## config.mk

```make
export PLATFORM = sky130hd
export DESIGN_NAME = rr_burst_arbiter
export DESIGN_NICKNAME = d
export VERILOG_FILES = /design/src/rtl/rr_burst_arbiter.sv
export SDC_FILE = /design/constraint.sdc
export NUM_CORES = 1
export LEC_CHECK = 0
export BUFFER_PORTS_ARGS = -buffer_cell sky130_fd_sc_hd__buf_2
export CORE_ASPECT_RATIO = 1.4
export CORE_MARGIN = 4
export CORE_UTILIZATION = 35
export CTS_CLUSTER_DIAMETER = 30
export DETAILED_ROUTE_END_ITERATION = 8
export HOLD_SLACK_MARGIN = 0.05
export PLACE_DENSITY_LB_ADDON = 0.1
export SYNTH_ARGS = -nofsm -noshare
export SYNTH_HDL_FRONTEND = slang
export SYNTH_SLANG_ARGS = --single-unit
```

## constraint.sdc

```tcl
create_clock -name sys_clk -period 4.2 [get_ports sys_clk]
set_input_delay 0.84 -clock sys_clk [delete_from_list [all_inputs] [get_ports sys_clk]]
set_output_delay 0.84 -clock sys_clk [all_outputs]
set_load 0.01 [all_outputs]
```

## src/rtl/rr_burst_arbiter.sv

```systemverilog
// Round-robin arbiter with burst hold: N valid/ready requesters share one
// registered valid/ready output stage; a winner may keep the grant for BURST beats.
module rr_burst_arbiter #(
  parameter  int N     = 4,
  parameter  int DW    = 3,
  parameter  int BURST = 2,
  localparam int SW    = $clog2(N),
  localparam int CW    = $clog2(BURST + 1)
) (
  input  logic            sys_clk,
  input  logic            rst_n,
  input  logic [N-1:0]    req_valid,
  input  logic [N*DW-1:0] req_data,
  output logic [N-1:0]    req_ready,
  output logic            out_valid,
  output logic [DW-1:0]   out_data,
  output logic [SW-1:0]   out_src,
  input  logic            out_ready
);

  localparam logic [CW-1:0] BURST_C = CW'(BURST);

  logic            out_valid_q;
  logic [DW-1:0]   out_data_q, out_data_d;
  logic [SW-1:0]   out_src_q;
  logic [SW-1:0]   last_src_q, winner;
  logic [CW-1:0]   burst_cnt_q, burst_cnt_d;
  logic [SW-1:0]   cand;
  logic            found;
  logic            hold;
  logic            any_valid;
  logic            can_take;
  logic            accept;

  assign any_valid = |req_valid;
  assign can_take  = out_ready || !out_valid_q;
  assign accept    = can_take && any_valid;
  assign hold      = (burst_cnt_q != '0) && (burst_cnt_q < BURST_C) && req_valid[last_src_q];

  // Scan starts just after last_src and ends on last_src itself.
  always_comb begin
    winner = last_src_q;
    found  = 1'b0;
    cand   = '0;
    if (!hold) begin
      for (int i = 1; i <= N; i++) begin
        cand = SW'((int'(last_src_q) + i) % N);
        if (!found && req_valid[cand]) begin
          winner = cand;
          found  = 1'b1;
        end
      end
    end
  end

  always_comb begin
    req_ready = '0;
    if (accept) req_ready[winner] = 1'b1;
  end

  always_comb begin
    out_data_d = req_data[int'(winner)*DW +: DW];
    if (winner != last_src_q)
      burst_cnt_d = CW'(1);
    else if (burst_cnt_q >= BURST_C)
      burst_cnt_d = BURST_C;
    else
      burst_cnt_d = burst_cnt_q + CW'(1);
  end

  always_ff @(posedge sys_clk or negedge rst_n) begin
    if (!rst_n) begin
      out_valid_q <= 1'b0;
      out_data_q  <= '0;
      out_src_q   <= '0;
      last_src_q  <= SW'(N - 1);
      burst_cnt_q <= '0;
    end else begin
      if (can_take) out_valid_q <= any_valid;
      if (accept) begin
        out_data_q  <= out_data_d;
        out_src_q   <= winner;
        last_src_q  <= winner;
        burst_cnt_q <= burst_cnt_d;
      end
    end
  end

  assign out_valid = out_valid_q;
  assign out_data  = out_data_q;
  assign out_src   = out_src_q;

endmodule

```

==> results of run 1 <==
Yosys cell counts:
cell type / n / area [um2]
a311oi_1: 2 / 17.5
nor2_1: 8 / 30.0
and3b_1: 1 / 8.76
o22ai_1: 1 / 6.26
a21oi_1: 3 / 15.0
o31ai_1: 1 / 7.51
a21boi_1: 1 / 7.51
nor2b_1: 1 / 6.26
a211oi_1: 1 / 7.51
o21a_1: 1 / 7.51
mux2i_1: 5 / 50.1
a211o_1: 4 / 35.0
nor3_1: 4 / 20.0
nand2b_1: 5 / 31.3
o211ai_1: 3 / 22.5
and2_1: 2 / 12.5
o21ai_0: 3 / 15.0
and3_1: 2 / 12.5
a31oi_1: 3 / 18.8
mux2_2: 2 / 22.5
nand2_1: 9 / 33.8
a221oi_4: 1 / 26.3
o21ai_1: 2 / 10.0
nor4bb_1: 1 / 10.0
buf_2: 4 / 20.0
buf_4: 2 / 15.0
nand3_1: 8 / 40.0
dfstp_2: 2 / 52.6
nor3b_1: 2 / 15.0
nand4_1: 1 / 6.26
a211oi_2: 1 / 12.5
dfrtp_1: 8 / 200
and4_1: 1 / 8.76
a31o_4: 1 / 17.5
xnor2_1: 1 / 8.76
inv_1: 3 / 11.3
a41oi_1: 2 / 17.5
a21o_1: 3 / 22.5
inv_2: 1 / 3.75
kinds of logic (layout without fill, tap and decap cells):
logic type,count (synthesis),count (layout)
XOR/XNOR,1,1
AO/OA/AOI/OAI,33,33
flip-flops,10,10
buffers and inverters,10,37
multiplexers,7,7
AND/OR/NAND/NOR,45,45
metal layers:
metal,vias up,routed length [um]
li1,454,-
met1,447,969
met2,32,1240
met3,4,133
met4,0,35
met5,-,0
worst min-delay path by stage:
stage / start / end / slack, ps / cells past startpoint
final: rst_n / burst_cnt_q[1] / 420 / 1
after floorplan: burst_cnt_q[1] / burst_cnt_q[1] / 480 / 2
after detailed placement: out_src[0] / out_src[0] / 460 / 2
after global routing: rst_n / out_valid / 430 / 1
after CTS: rst_n / out_valid / 430 / 1
after global placement: out_src[0] / out_src[0] / 450 / 2
report_power, final:
| group | switching [mW] | internal, mW |
|---|---|---|
| clock network | 0.0342 | 0.0526 |
| registers | 0.0531 | 0.147 |
| logic | 0.254 | 0.210 |
| total | 0.342 | 0.410 |
critical path: stages (launching register included):
cell,delay [ps]
dfstp_2,720
nor2_1,90
o21ai_1,410
nand3_1,220
a221oi_4,480
inv_1,120
nor3_1,200
buf_2,160
flip-flops by register name, indices dropped and copies added, names as in the netlist:
name and count:
out_src 2, out_valid 1, last_src_q 2, burst_cnt_q 2
out_data 3
through the flow:
stage               utilization [%]  worst slack, ps  instances  hold slack (ps)  power [mW]
floorplan                         -              916        106              476       0.559
global placement               43.1              758        163              455       0.666
detailed placement             43.1              701        163              463       0.668
CTS                            44.6              670        167              428       0.760
global route                   44.6              468        167              428       0.819
finish                         44.6              707        167              424       0.752
cell usage in the layout, fill, tap and decap left out, types with 2 or more instances in the layout:
master / n
nand2b_1: 5
a41oi_1: 2
mux2_2: 2
a211o_1: 4
a31oi_1: 3
nand3_1: 8
o211ai_1: 3
dfrtp_1: 8
and3_1: 2
o21ai_0: 3
mux2i_1: 5
a311oi_1: 2
buf_2: 28
nor3_1: 4
nand2_1: 9
clkbuf_4: 3
nor3b_1: 2
and2_1: 2
nor2_1: 8
a21oi_1: 3
inv_1: 3
a21o_1: 3
dfstp_2: 2
o21ai_1: 2
area by class of cell:
cell class | count | area, um2
fillers | 261 | 1340
multi-input cells | 86 | 583
flip-flops and latches | 10 | 253
repair buffers | 29 | 148
well taps | 34 | 42.5
clock buffers | 4 | 36.3
inverters | 4 | 15.0
==> results.md, run 1 <==
- Wire per inst: between 10 and 15 um
- Synth warn: 0
- Sequential share of the synthesized area: 28.5%
- Placer congestion estimate: roughly 0.95
- Max Slew Vio Count: 0
- First-pass GRT wire length: 4.17 mm
- Initial antenna violation count: 0
- FF-to-FF path depth: 6
- F_max: 0.286 GHz
- Vias in the first global route: 947
- Die area: 3410 um2
- Cts bufs inserted: 3
- Post-synthesis mux area share: ~8.2%
- GR Layer Usage met1: between 10% and 20%
- Met3 Use GR: between 1.5 and 2%
- Compound-Gate Fraction of Synth Area: between 30% and 40%
- Routed Wire Length: between 2 and 2.5 mm
- Max-slew headroom: just under 50%
- Met2 Track Usage GR: 29.6%
- Post-Synthesis Cells: 106
- Main combinational cell family by area after synthesis: compound AO/OA/AOI/OAI gates
- Leakage dissipation: 0.498 nW
- Fin area: 1080 um2
- Syn nets: 125
- CTS Root Cell: clkbuf_4
- Setup tns final: 0 ps
- Post_cts resized: 0
- Critical path origin: last_src_q[1]
- Largest net degree at the start of global routing: 18
- CTS tree: done
- Iter 0 DRT Violations: 15
- Post-CTS Repair Setup Buffers: 0
- Rows: 21
- Crit Reg-Reg Endpoint: out_data[2]
- CP Launch Type: flop
- Fin Clk Skew: 1.54 ps
- Final min period: 3490 ps
- Ports: 29
- Nets: between 150 and 200
- IO buf count: 28
- Final HPWL DP: 1.88 mm
- VDD IR max: 322 uV
- Drt pass-1 iters: 4
- Clock Latency Late Sink: 260 ps
- Max Buffers Root-to-Sink: 2
- GRT overflow: 0
- Post-Synth Adder-Cell Area: 0%
- Global-route usage over all layers: 15.7%
- Worst min path class: in -> async
- Routed Antenna Nets: 0
- GR peak layer: met2
- Tcrit/Tclk final: 83.2%
- Critical path capture point: req_ready[2]
- Starting Density: 36.6%
- Critical path arrival: 2650 ps
- Reg-to-reg startpoint: last_src_q[1]
- Synthesized area per cell: around 8.4 um2
- Via count: 937
- Critical Path RT: 3360 ps
- Mapped cell area: 886 um2
- Vias/cell: about 5.6
- PD cells: 698 nW/um2
- FF+latch count, synth: 10
- Die H: 67.5 um
- Library cells used by synthesis: 39
- N_diodes: 0
- CP Capture Type: output port
- Setup violators final: 0
- H-tree Lvls: 1
- Hold Vio Cnt, Final: 0
- Hold buffers post-CTS: 0
- Status: complete, no violations
- Cell Area, Placed: between 1000 and 1500 um2
- Core ar.: 2420 um2
- Xor-xnor portion of the synthesized cell area: 0.989%
- Least-Margin Pin Slew: 773 ps
- CTS Sinks: 10
- Die Span X: 50.5 um
- Share of cells above drive strength 1: 30.8%
- Simple-gate share of the synthesized area: between 20% and 30%
- MaxCap Viol Count: 0
- Worst-path clk slew: 70 ps
- RSZ-0062 raised after global routing: false
- Residual DRC: 0
- Critical path type: reg -> out
- Worst R2R Setup Slack: between 1500 and 2000 ps
- Area Growth Syn to Fin: 21.6%
- Worst Path Max Fanout: 17
Power figures use the tool's default switching activity.
==> run 2, diff against run 1 <==
==> constraint.sdc (replaced) <==
create_clock -name sys_clk -period 3 [get_ports sys_clk]
set_input_delay 0.6 -clock sys_clk [delete_from_list [all_inputs] [get_ports sys_clk]]
set_output_delay 0.6 -clock sys_clk [all_outputs]
set_load 0.01 [all_outputs]
==> results.md, run 2 (same netlist as run 1, synthesis figures left out) <==
- Critical Path RT: roughly 2400 ps
- IO buf count: 28
- Max Buffers Root-to-Sink: 2
- First-pass GRT wire length: roughly 4 mm
- PD cells: 996 nW/um2
- Max Slew Vio Count: 0
- VDD IR max: 543 uV
- Leakage dissipation: 0.534 nW
- Die area: 3410 um2
- Hold Vio Cnt, Final: 0
- Area Growth Syn to Fin: 30.8%
- Fin Clk Skew: 1.72 ps
- Rows: 21
- CTS tree: done
- Worst Path Max Fanout: 7
- Initial antenna violation count: 0
- Cts bufs inserted: 3
- Global-route usage over all layers: 15.1%
- Worst setup margin: 122 ps
- Die H: 67.5 um
- Leading cell type in the layout, fill and taps excluded: buf_2
- Final hold slack: 184 ps
- Final HPWL DP: roughly 1.9 mm
- Die Span X: between 50 and 60 um
- Tcrit/Tclk final: 95.9%
- Hold buffers post-CTS: 0
- Max-slew headroom: about 77%
- Least-Margin Pin Slew: 339 ps
- Iter 0 DRT Violations: 9
- Vias/cell: 5.31
- F_max: 0.347 GHz
- CTS Sinks: 10
- Drt pass-1 iters: 4
- MaxCap Viol Count: 0
- CTS Root Cell: clkbuf_4
- Core ar.: between 2000 and 2500 um2
- Wire per inst: 13.8 um
- N_diodes: 0
- Nets: ~160
- GRT overflow: 0
- Largest net degree at the start of global routing: 13
- Worst min path class: in -> async
- Placer congestion estimate: 0.901
- Final Non-Filler Cells: 173
- Share of cells above drive strength 1: between 30% and 40%
- Critical path arrival: 2280 ps
- Placed Cells: 166
- Worst-path clk slew: roughly 60 ps
- Starting Density: 36.6%
- Routed Wire Length: 2.39 mm
- Via count: 918
- Final min period: 2880 ps
- Residual DRC: 0
- Clock Latency Late Sink: 260 ps
- Critical path type: reg -> out
- Ports: 29
- Most frequent cells in the layout: 28 x buf_2, 9 x nand2_1, 8 x nor2_1, 8 x dfrtp_1, 7 x nand3_1
- CP Capture Type: output port
- Setup violators final: 0
- Routed Antenna Nets: 0
- Max reg flops: 3
- CP Launch Type: flop
- H-tree Lvls: 1
- Setup tns final: 0 ps
- Vias in the first global route: approximately 880
- Total power: 1.15 mW
- Status: complete, no violations
- Worst slack, placed: just over 200 ps
[run 2: cell types whose count changed in the layout (fill, tap and decap cells not counted)]
cell / before / now
clkbuf_2: 0 / 1
nor3b_2: 0 / 1
buf_12: 0 / 1
mux2i_1: 5 / 4
nand3_1: 8 / 7
buf_4: 1 / 5
o21ai_1: 2 / 1
o21ai_2: 0 / 1
nor3b_1: 2 / 1
nand3_2: 0 / 1
mux2i_4: 0 / 1
[run 2: per-layer routing]
metal,track usage [%],part of all wire (%),vias to the layer above
met1,16.6,41,419
met2,27.5,51,28
li1,-,-,467
met3,2.65,6.0,4
met4,7.74,1.3,0
met5,0,0,-
[run 2: power by group]
group,switching (mW),internal (mW),total [mW]
registers,0.0472,0.205,0.252
clock network,0.0434,0.0736,0.117
logic,0.411,0.373,0.784
[run 2: timing repair]
item                       in CTS  in global routing
setup endpoints to repair       4                  4
resized for setup               1                  4
buffers inserted                0                  3
gates cloned                    0                  0
pin swaps                       0                  0
[run 2: through the flow]
stage	util, %	area [um2]
final	47.9	1160
after global placement	44.0	1060
after floorplan	-	886
after detailed placement	44.0	1060
after CTS	45.7	1100
after global routing	47.9	1160
[run 2: area by class of cell]
cell class	instances	area [um2]
timing repair buffer	35	203
inverter	4	15.0
tap	34	42.5
clock buffer	4	36.3
sequential	10	253
multi-input combinational	86	609
fill	254	1260
[run 2: final timing paths]
kind	from	end	slack (ps)	cells after the start
setup reg to reg	last_src_q[0]	out_data[0]	760	7
max in group asynchronous	rst_n	last_src_q[1]	2560	1
min in group sys_clk	out_src[0]	out_src[0]	470	2
setup / recovery	last_src_q[1]	req_ready[3]	120	7
hold reg to reg	out_src[0]	out_src[0]	470	2
hold / removal	rst_n	out_data[0]	180	1
[run 2: worst max-delay path, cell delays in order (launching register included)]
cell     delay (ps)
dfstp_2         560
buf_12          120
mux2i_4         250
mux2_2          230
a31o_4          150
mux2_2          410
nor3_1          140
buf_2           160
==> run 3, diff against run 2 <==
==> constraint.sdc (replaced) <==
create_clock -name sys_clk -period 3 [get_ports sys_clk]
set_input_delay 0.15 -clock sys_clk [delete_from_list [all_inputs] [get_ports sys_clk]]
set_output_delay 0.15 -clock sys_clk [all_outputs]
set_load 0.01 [all_outputs]
==> results.md, run 3 (same netlist as run 1, synthesis figures left out) <==
- Core ar.: 2420 um2
- PD cells: between 900 and 1000 nW/um2
- Leakage dissipation: a little over 0.5 nW
- Fin Clk Skew: just over 4 ps
- Largest net degree at the start of global routing: 18
- N_diodes: 0
- CP Launch Type: flop
- Hold EP: out_data[0]
- Worst Path Max Fanout: 17
- CTS tree: done
- H-tree Lvls: 1
- Final Non-Filler Cells: 169
- CTS Root Cell: clkbuf_4
- Vias/cell: 5.46
- Multi-input combinational cell area: 583 um2
- Tcrit/Tclk final: between 90% and 100%
- Fin area: 1090 um2
- VDD IR max: 502 uV
- Hold Startpoint: req_data[6]
- MaxCap Viol Count: 0
- Max Slew Vio Count: 0
- RSZ-0062 raised after global routing: false
- Wire per inst: 13.8 um
- Critical path origin: last_src_q[1]
- Leading cell type in the layout, fill and taps excluded: buf_2
- Die Span X: between 50 and 60 um
- Hold buffers post-CTS: 1
- IO buf count: 28
- Worst Hold Path Cells: 3
- Critical path type: reg -> out
- Starting Density: 36.6%
- FF-to-FF path depth: 6
- Die H: 67.5 um
- Hold Vio Cnt, Final: 0
- CTS Sinks: 10
- Placed Cells: 164
- GRT overflow: 0
- Global-route usage over all layers: 15.0%
- Worst R2R Setup Slack: 590 ps
- CP Capture Type: output port
- Max reg flops: 3
- Rows: 21
- Least-Margin Pin Slew: 444 ps
- Filler instances: 263
- Final min period: between 2000 and 3000 ps
- Share of cells above drive strength 1: 31.1%
- Die area: 3410 um2
- Worst min path class: in -> reg
- Cts bufs inserted: 3
- Post_cts resized: 0
- Residual DRC: 0
- Vias in the first global route: 878
- Setup tns final: 0 ps
- Setup violators final: 0
- Clock Latency Late Sink: 260 ps
- Nets: 155
- Area Growth Syn to Fin: 23.6%
- Final hold slack: 140 ps
- Iter 0 DRT Violations: 34
- Routed Wire Length: 2.33 mm
- Via count: about 920
- Routed Antenna Nets: 0
- Most frequent cells in the layout: 28 x buf_2, 9 x nand2_1, 8 x nand3_1, 8 x nor2_1, 8 x dfrtp_1
- Reg-to-reg startpoint: last_src_q[1]
- Max Buffers Root-to-Sink: 2
- Max-slew headroom: around 70%
- Ports: 29
- Post-CTS Repair Setup Buffers: 0
- Worst-path clk slew: roughly 70 ps
- First-pass GRT wire length: 3.91 mm
- Initial antenna violation count: 0
- Crit Reg-Reg Endpoint: out_data[0]
- Status: complete, no violations
- Drt pass-1 iters: 4
- Sequential cell area: between 200 and 300 um2
- Placer congestion estimate: 0.839
- Final HPWL DP: 1.83 mm
- Critical path arrival: 2620 ps
- Cell Area, Placed: 1050 um2
- Critical Path RT: 2850 ps
- F_max: about 0.36 GHz
==> run 3: how the worst max path moves through the flow <==
stage,slack (ps),endpoint,cells after the start
2_1_floorplan,770,req_ready[2],7
3_5_place_dp,530,req_ready[2],7
3_3_place_gp,580,req_ready[2],7
5_1_grt,10,req_ready[2],7
4_1_cts,240,req_ready[2],7
6_report,230,req_ready[2],7
==> run 3: through the flow <==
step | power, mW | worst slack, ps | utilization (%)
final | 1.06 | 233 | 45.3
after global routing | 1.16 | 10.3 | 45.3
after CTS | 1.07 | 236 | 45.3
after detailed placement | 0.946 | 533 | 43.4
after global placement | 0.946 | 582 | 43.4
after floorplan | 0.783 | 766 | -
==> run 3: critical path: stages (launching register included) <==
cell and delay [ps]:
dfstp_2 720, nor2_1 90, o21ai_1 390, nand3_1 220, a221oi_4 480, inv_1 110, nor3_1 190, buf_2 160
==> run 3: per-layer routing <==
metal / track usage, % / wire length, um / vias up
li1: - / - / 461
met1: 17.5 / 991 / 430
met2: 26.6 / 1160 / 29
met3: 2.21 / 164 / 2
met4: 7.74 / 21 / 0
met5: 0 / 0 / -
==> run 3: final cells by class <==
| type | count | area share, % |
|---|---|---|
| well taps | 34 | 3.89 |
| inverters | 4 | 1.37 |
| clock buffers | 4 | 3.31 |
| flip-flops and latches | 10 | 23.1 |
| repair buffers | 31 | 15.1 |
| multi-input cells | 86 | 53.3 |
==> run 3: report_power, final <==
group	switching, mW	internal (mW)
Sequential	0.0761	0.206
Combinational	0.354	0.303
Clock	0.0469	0.0736
Total	0.477	0.582
